## src/rtl/rgb_rx.sv

```systemverilog
// Receiver for the single-wire RGB pulse-width protocol: measures each high pulse,
// classifies it as 1/0 (or a glitch) and assembles bytes MSB-first; a long low ends the frame.
module rgb_rx #(
    parameter int CNT_W  = 16,
    parameter int SYNC_N = 2
) (
    input  logic             clk,
    input  logic             reset,
    input  logic             en,
    input  logic             din,
    input  logic [CNT_W-1:0] min_hi,
    input  logic [CNT_W-1:0] hi_thresh,
    input  logic [CNT_W-1:0] gap_len,
    output logic [7:0]       data,
    output logic             data_valid,
    output logic             frame_end,
    output logic             bit_err,
    output logic             busy
);

    typedef enum logic [1:0] {
        IDLE = 2'd0,
        HIGH = 2'd1,
        LOW  = 2'd2
    } state_t;

    localparam logic [CNT_W-1:0] CNT_ONE = {{(CNT_W-1){1'b0}}, 1'b1};

    logic [SYNC_N-1:0] sync_reg;
    logic              s_prev_reg;
    logic              s;
    logic              rise;
    logic              fall;

    state_t            state_reg, state_next;
    logic [CNT_W-1:0]  hcnt_reg, hcnt_next;
    logic [CNT_W-1:0]  lcnt_reg, lcnt_next;
    logic [7:0]        shift_reg, shift_next;
    logic [2:0]        bit_cnt_reg, bit_cnt_next;
    logic [7:0]        data_reg, data_next;
    logic              dv_reg, dv_next;
    logic              fe_reg, fe_next;
    logic              err_reg, err_next;

    logic [CNT_W-1:0]  gap_eff;
    logic [7:0]        shifted;
    logic              bit_val;

    // s_prev keeps tracking the line even when disabled, so re-enabling mid-pulse sees no rise.
    always_ff @(posedge clk or negedge reset) begin
        if (!reset) begin
            sync_reg   <= '0;
            s_prev_reg <= 1'b0;
        end else begin
            sync_reg   <= {sync_reg[SYNC_N-2:0], din};
            s_prev_reg <= sync_reg[SYNC_N-1];
        end
    end

    assign s       = sync_reg[SYNC_N-1];
    assign rise    = s & ~s_prev_reg;
    assign fall    = ~s & s_prev_reg;
    assign gap_eff = (gap_len == '0) ? CNT_ONE : gap_len;

    always_comb begin
        state_next   = state_reg;
        hcnt_next    = hcnt_reg;
        lcnt_next    = lcnt_reg;
        shift_next   = shift_reg;
        bit_cnt_next = bit_cnt_reg;
        data_next    = data_reg;
        dv_next      = 1'b0;
        fe_next      = 1'b0;
        err_next     = 1'b0;
        bit_val      = (hcnt_reg >= hi_thresh);
        shifted      = {shift_reg[6:0], bit_val};

        if (!en) begin
            state_next   = IDLE;
            hcnt_next    = '0;
            lcnt_next    = '0;
            shift_next   = '0;
            bit_cnt_next = '0;
        end else begin
            case (state_reg)
                IDLE: begin
                    if (rise) begin
                        state_next = HIGH;
                        hcnt_next  = CNT_ONE;
                    end
                end
                HIGH: begin
                    if (fall) begin
                        state_next = LOW;
                        lcnt_next  = CNT_ONE;
                        if (hcnt_reg < min_hi) begin
                            err_next     = 1'b1;
                            shift_next   = '0;
                            bit_cnt_next = '0;
                        end else begin
                            shift_next = shifted;
                            if (bit_cnt_reg == 3'd7) begin
                                data_next    = shifted;
                                dv_next      = 1'b1;
                                bit_cnt_next = '0;
                            end else begin
                                bit_cnt_next = bit_cnt_reg + 3'd1;
                            end
                        end
                    end else if (hcnt_reg != '1) begin
                        hcnt_next = hcnt_reg + CNT_ONE;
                    end
                end
                LOW: begin
                    // The latch gap wins over a rise arriving in the same cycle.
                    if (lcnt_reg >= gap_eff) begin
                        state_next   = IDLE;
                        fe_next      = 1'b1;
                        shift_next   = '0;
                        bit_cnt_next = '0;
                    end else if (rise) begin
                        state_next = HIGH;
                        hcnt_next  = CNT_ONE;
                    end else if (lcnt_reg != '1) begin
                        lcnt_next = lcnt_reg + CNT_ONE;
                    end
                end
                default: begin
                    state_next = IDLE;
                end
            endcase
        end
    end

    always_ff @(posedge clk or negedge reset) begin
        if (!reset) begin
            state_reg   <= IDLE;
            hcnt_reg    <= '0;
            lcnt_reg    <= '0;
            shift_reg   <= '0;
            bit_cnt_reg <= '0;
            data_reg    <= '0;
            dv_reg      <= 1'b0;
            fe_reg      <= 1'b0;
            err_reg     <= 1'b0;
        end else begin
            state_reg   <= state_next;
            hcnt_reg    <= hcnt_next;
            lcnt_reg    <= lcnt_next;
            shift_reg   <= shift_next;
            bit_cnt_reg <= bit_cnt_next;
            data_reg    <= data_next;
            dv_reg      <= dv_next;
            fe_reg      <= fe_next;
            err_reg     <= err_next;
        end
    end

    assign data       = data_reg;
    assign data_valid = dv_reg;
    assign frame_end  = fe_reg;
    assign bit_err    = err_reg;
    assign busy       = (state_reg != IDLE);

endmodule
```

## config.mk

```make
export PLATFORM = sky130hd
export DESIGN_NAME = rgb_rx
export DESIGN_NICKNAME = d
export VERILOG_FILES = /design/src/rtl/rgb_rx.sv
export SDC_FILE = /design/constraint.sdc
export NUM_CORES = 1
export LEC_CHECK = 0
export ABC_AREA = 1
export CELL_PAD_IN_SITES_DETAIL_PLACEMENT = 1
export CELL_PAD_IN_SITES_GLOBAL_PLACEMENT = 1
export CORE_ASPECT_RATIO = 1.4
export CORE_MARGIN = 5
export CORE_UTILIZATION = 40
export DETAILED_ROUTE_END_ITERATION = 10
export PLACE_DENSITY = 0.84
export SLEW_MARGIN = 40
export SYNTH_ARGS = -nofsm -noshare
export SYNTH_HDL_FRONTEND = slang
export SYNTH_SLANG_ARGS = --single-unit
export TNS_END_PERCENT = 30
```

## constraint.sdc

```tcl
create_clock -name clk -period 2.7 [get_ports clk]
set_clock_uncertainty 0.2 [all_clocks]
set_input_delay 0.54 -clock clk [delete_from_list [all_inputs] [get_ports clk]]
set_output_delay 0.54 -clock clk [all_outputs]
set_load 0.005 [all_outputs]
```

==> results.py <==
metrics = {
    "yosys": {
        "synth-simple-area-share_pct": 34.8,
        "synth-async-reset-ratio_pct": 100,
        "synthFlopType": "dfrtp_1",
        "synth_cells": 667,
        "synth_enable_flop_cells": 0,
        "synth.area.mux_share_pct": 0,
        "synth_compound_area_share_pct": 7.36,
        "ys_warn_count": 0,
        "synth_top_family_by_area": "simple AND/OR/NAND/NOR gates",
        "yosys.area_share.adder_pct": 13.6,
        "synth.net_count": 770,
        "yosysSeqAreaShare_pct": 31.0,
        "syn-cell-area_um2": 4680,
        "ys_seq_elements": 58,
        "synth_xor_area_share_pct": 2.62,
        "ys_types": 32,
        "avgSynthCellArea_um2": 7.01,
    },
    "global_routing": {
        "met1_usage_pct": 22.0,
        "grt_max_degree": 35,
        "antenna_found_initial": 0,
        "busiest_layer": "met2",
        "grt_use_met3_pct": 2.67,
        "grt_pass1_wl_um": 24700,
        "gr-total-overflow": 0,
        "grt_usage_pct": 22.4,
        "grt_use_met2_pct": 44.2,
        "grt_pass1_vias": 5406,
    },
    "clocking": {
        "htreeDepth": 3,
        "cts.sinks": 58,
        "root_buffer": "clkbuf_16",
        "cts_tree": "yes",
        "post-cts-setup-buffer-count": 0,
        "clk_pin_slew_ns": 0.05,
        "numCtsBuffers": 9,
        "clkLatencyLatePin_ns": 0.33,
        "clockBufferDepth": 2,
        "ctsHoldBuffers": 0,
    },
    "timing": {
        "whs_ns": 0.0272,
        "post-route-period-util_pct": 96.9,
        "setup_tns_ns": 0,
        "maxSlewViolCount": 0,
        "hold_viol_final": 0,
        "clock.fmax_mhz": 382,
        "finalSetupViolCount": 0,
        "relSlewSlack_pct": 57.5,
        "setup_ws_ns": 0.0843,
        "worstMarginPinSlew_ns": 0.638,
        "min_period_ns": 2.62,
    },
    "setup_path": {
        "slowest_delay_ns": 0.27,
        "cp-startpoint": "gap_len[13]",
        "crit_slowest_cell": "nor4_2",
        "path_cells": "dlygate4sd2_1, nor4_2, buf_4, a41o_1, ha_2, nand4_1, nor2_1, nor2_1, nand2_1, nand2_2, nand2_4, nand2_8, buf_6, nand4_1, nand2_1",
        "worst_setup_path_end_kind": "flip-flop",
        "required_ns": 2.77,
        "arrival_ns": 2.68,
        "worstSetupPathType": "in2reg",
        "r2r-end": "lcnt_reg[15]",
        "worst_setup_path_start_kind": "input pin",
        "r2r_cells": 7,
        "critPathCapture": "hcnt_reg[8]",
        "reg2reg_from": "state_reg[0]",
        "reg2reg_setup_slack_ns": 0.42,
        "path_max_fanout": 16,
    },
    "drt": {
        "viasPerCell": 5.44,
        "ant_nets": 0,
        "drt_first_iter_violations": 183,
        "drcViolationCount": 0,
        "wl_per_cell_um": 17.0,
        "drt-pass1-iter-count": 4,
        "num_vias": 4943,
        "routed_wl_um": 15500,
    },
    "floorplan": {
        "rows": 46,
        "die_w_um": 101,
        "dieArea_um2": 14000,
        "start_util_pct": 41.0,
        "dieHeight_um": 138,
        "core_area_um2": 11400,
        "top_level_ports": 64,
    },
    "layout": {
        "nets": 863,
        "drive_gt1_share_pct": 10.8,
        "design_area_um2": 6100,
        "syn2layout_area_growth_pct": 30.4,
        "layout.cells.non_filler": 909,
        "post-route-util_pct": 53.5,
        "diodes": 0,
    },
    "pwr": {
        "powerDensity_nw_per_um2": 387,
        "leakage_nw": 3.20,
        "power_mw": 2.36,
        "max-vdd-ir-drop_mv": 0.275,
    },
    "placed_design": {
        "gp_congestion": 0.880,
        "dpl.hpwl_um": 11400,
        "pre_cts_ws_ns": -0.548,
        "dp_cells": 891,
        "portBuffers": 63,
        "dpl_cell_area_um2": 5660,
    },
    "outcome": {
        "status": "finished, final reports clean",
    },
    "worst_hold_path": {
        "hold_path_class": "in2async",
    },
    "flow_run": {
        "cap_violations": 0,
    },
}
-- timing repair --
| item | in CTS | in global routing |
|---|---|---|
| endpoints found under the setup margin | 44 | 43 |
| gates cloned | 2 | 0 |
| pin swaps | 5 | 10 |
| endpoints found under the hold margin | 0 | 0 |
| resized for setup | 19 | 17 |
-- worst min path at each step --
stage | endpoint | slack [ns]
after floorplan | bit_cnt_reg[0] | 0.04
after global placement | sync_reg[1] | 0.14
after detailed placement | sync_reg[1] | 0.16
after CTS | data[7] | 0.04
after global routing | data[7] | 0.07
final | data[7] | 0.03
-- placed cells by master (no fill, tap or decap), types with 10 or more instances in the layout --
cell type	n
nand4_1	42
buf_4	26
nand2_1	194
a21oi_1	25
dfrtp_1	58
o21ai_0	19
clkdlybuf4s50_1	47
ha_1	50
inv_1	100
nor2_1	70
nand3_1	25
dlymetal6s2s_1	10
-- critical path: cells and delay by family --
family,cells,cell delay [ns]
and+or+nand+nor,10,1.09
buffers and inverters,3,0.60
adders and majority gates,1,0.27
AOI/OAI and AO/OA,1,0.17
-- Yosys cell counts (2+ instances only) --
library cell	instances	area [um^2]
nor2_4	4	45.0
o21ai_2	5	43.8
o21bai_1	5	37.5
nor3_1	9	45.0
xor2_1	9	78.8
nand2_2	4	25.0
buf_6	4	45.0
inv_1	100	375
nand2_1	199	747
ha_1	51	638
nand3_4	2	35.0
inv_2	4	15.0
a21oi_1	25	125
dfrtp_1	58	1450
xnor2_1	5	43.8
nor2_1	71	267
nand4_1	42	263
nor4_1	4	25.0
nand3_1	26	130
buf_2	9	45.0
o21ai_0	20	100
-- logic make-up after synthesis --
group                    count (synthesis)
AO/OA/AOI/OAI                           60
XOR/XNOR                                14
adder cells (fa/ha/maj)                 51
buffers and inverters                  119
flip-flops                              58
AND/OR/NAND/NOR                        365
-- where the power goes --
group          switching (mW)  total [mW]  internal (mW)  leakage [nW]
clock                   0.403        1.16          0.762         0.145
sequential             0.0105       0.890          0.879         0.799
combinational           0.167       0.305          0.138          2.26
total                   0.581        2.36           1.78          3.20
-- layout make-up --
cell class                 count  area (um^2)
clock buffer                  12          256
tap                          144          180
multi-input combinational    492         2830
inverter                     104          390
fill                        1447         5300
sequential                    58         1450
clock inverter                 4         50.0
timing repair buffer          95          933
-- layer usage --
| metal | part of all wire [%] | routed length, um | up-vias |
|---|---|---|---|
| met5 | 0 | 0 | - |
| met1 | 36 | 5570 | 2407 |
| li1 | - | - | 2343 |
| met3 | 4.1 | 629 | 52 |
| met2 | 56 | 8650 | 141 |
| met4 | 4.1 | 636 | 0 |
Note: power is estimated with default switching activity, not from simulation.
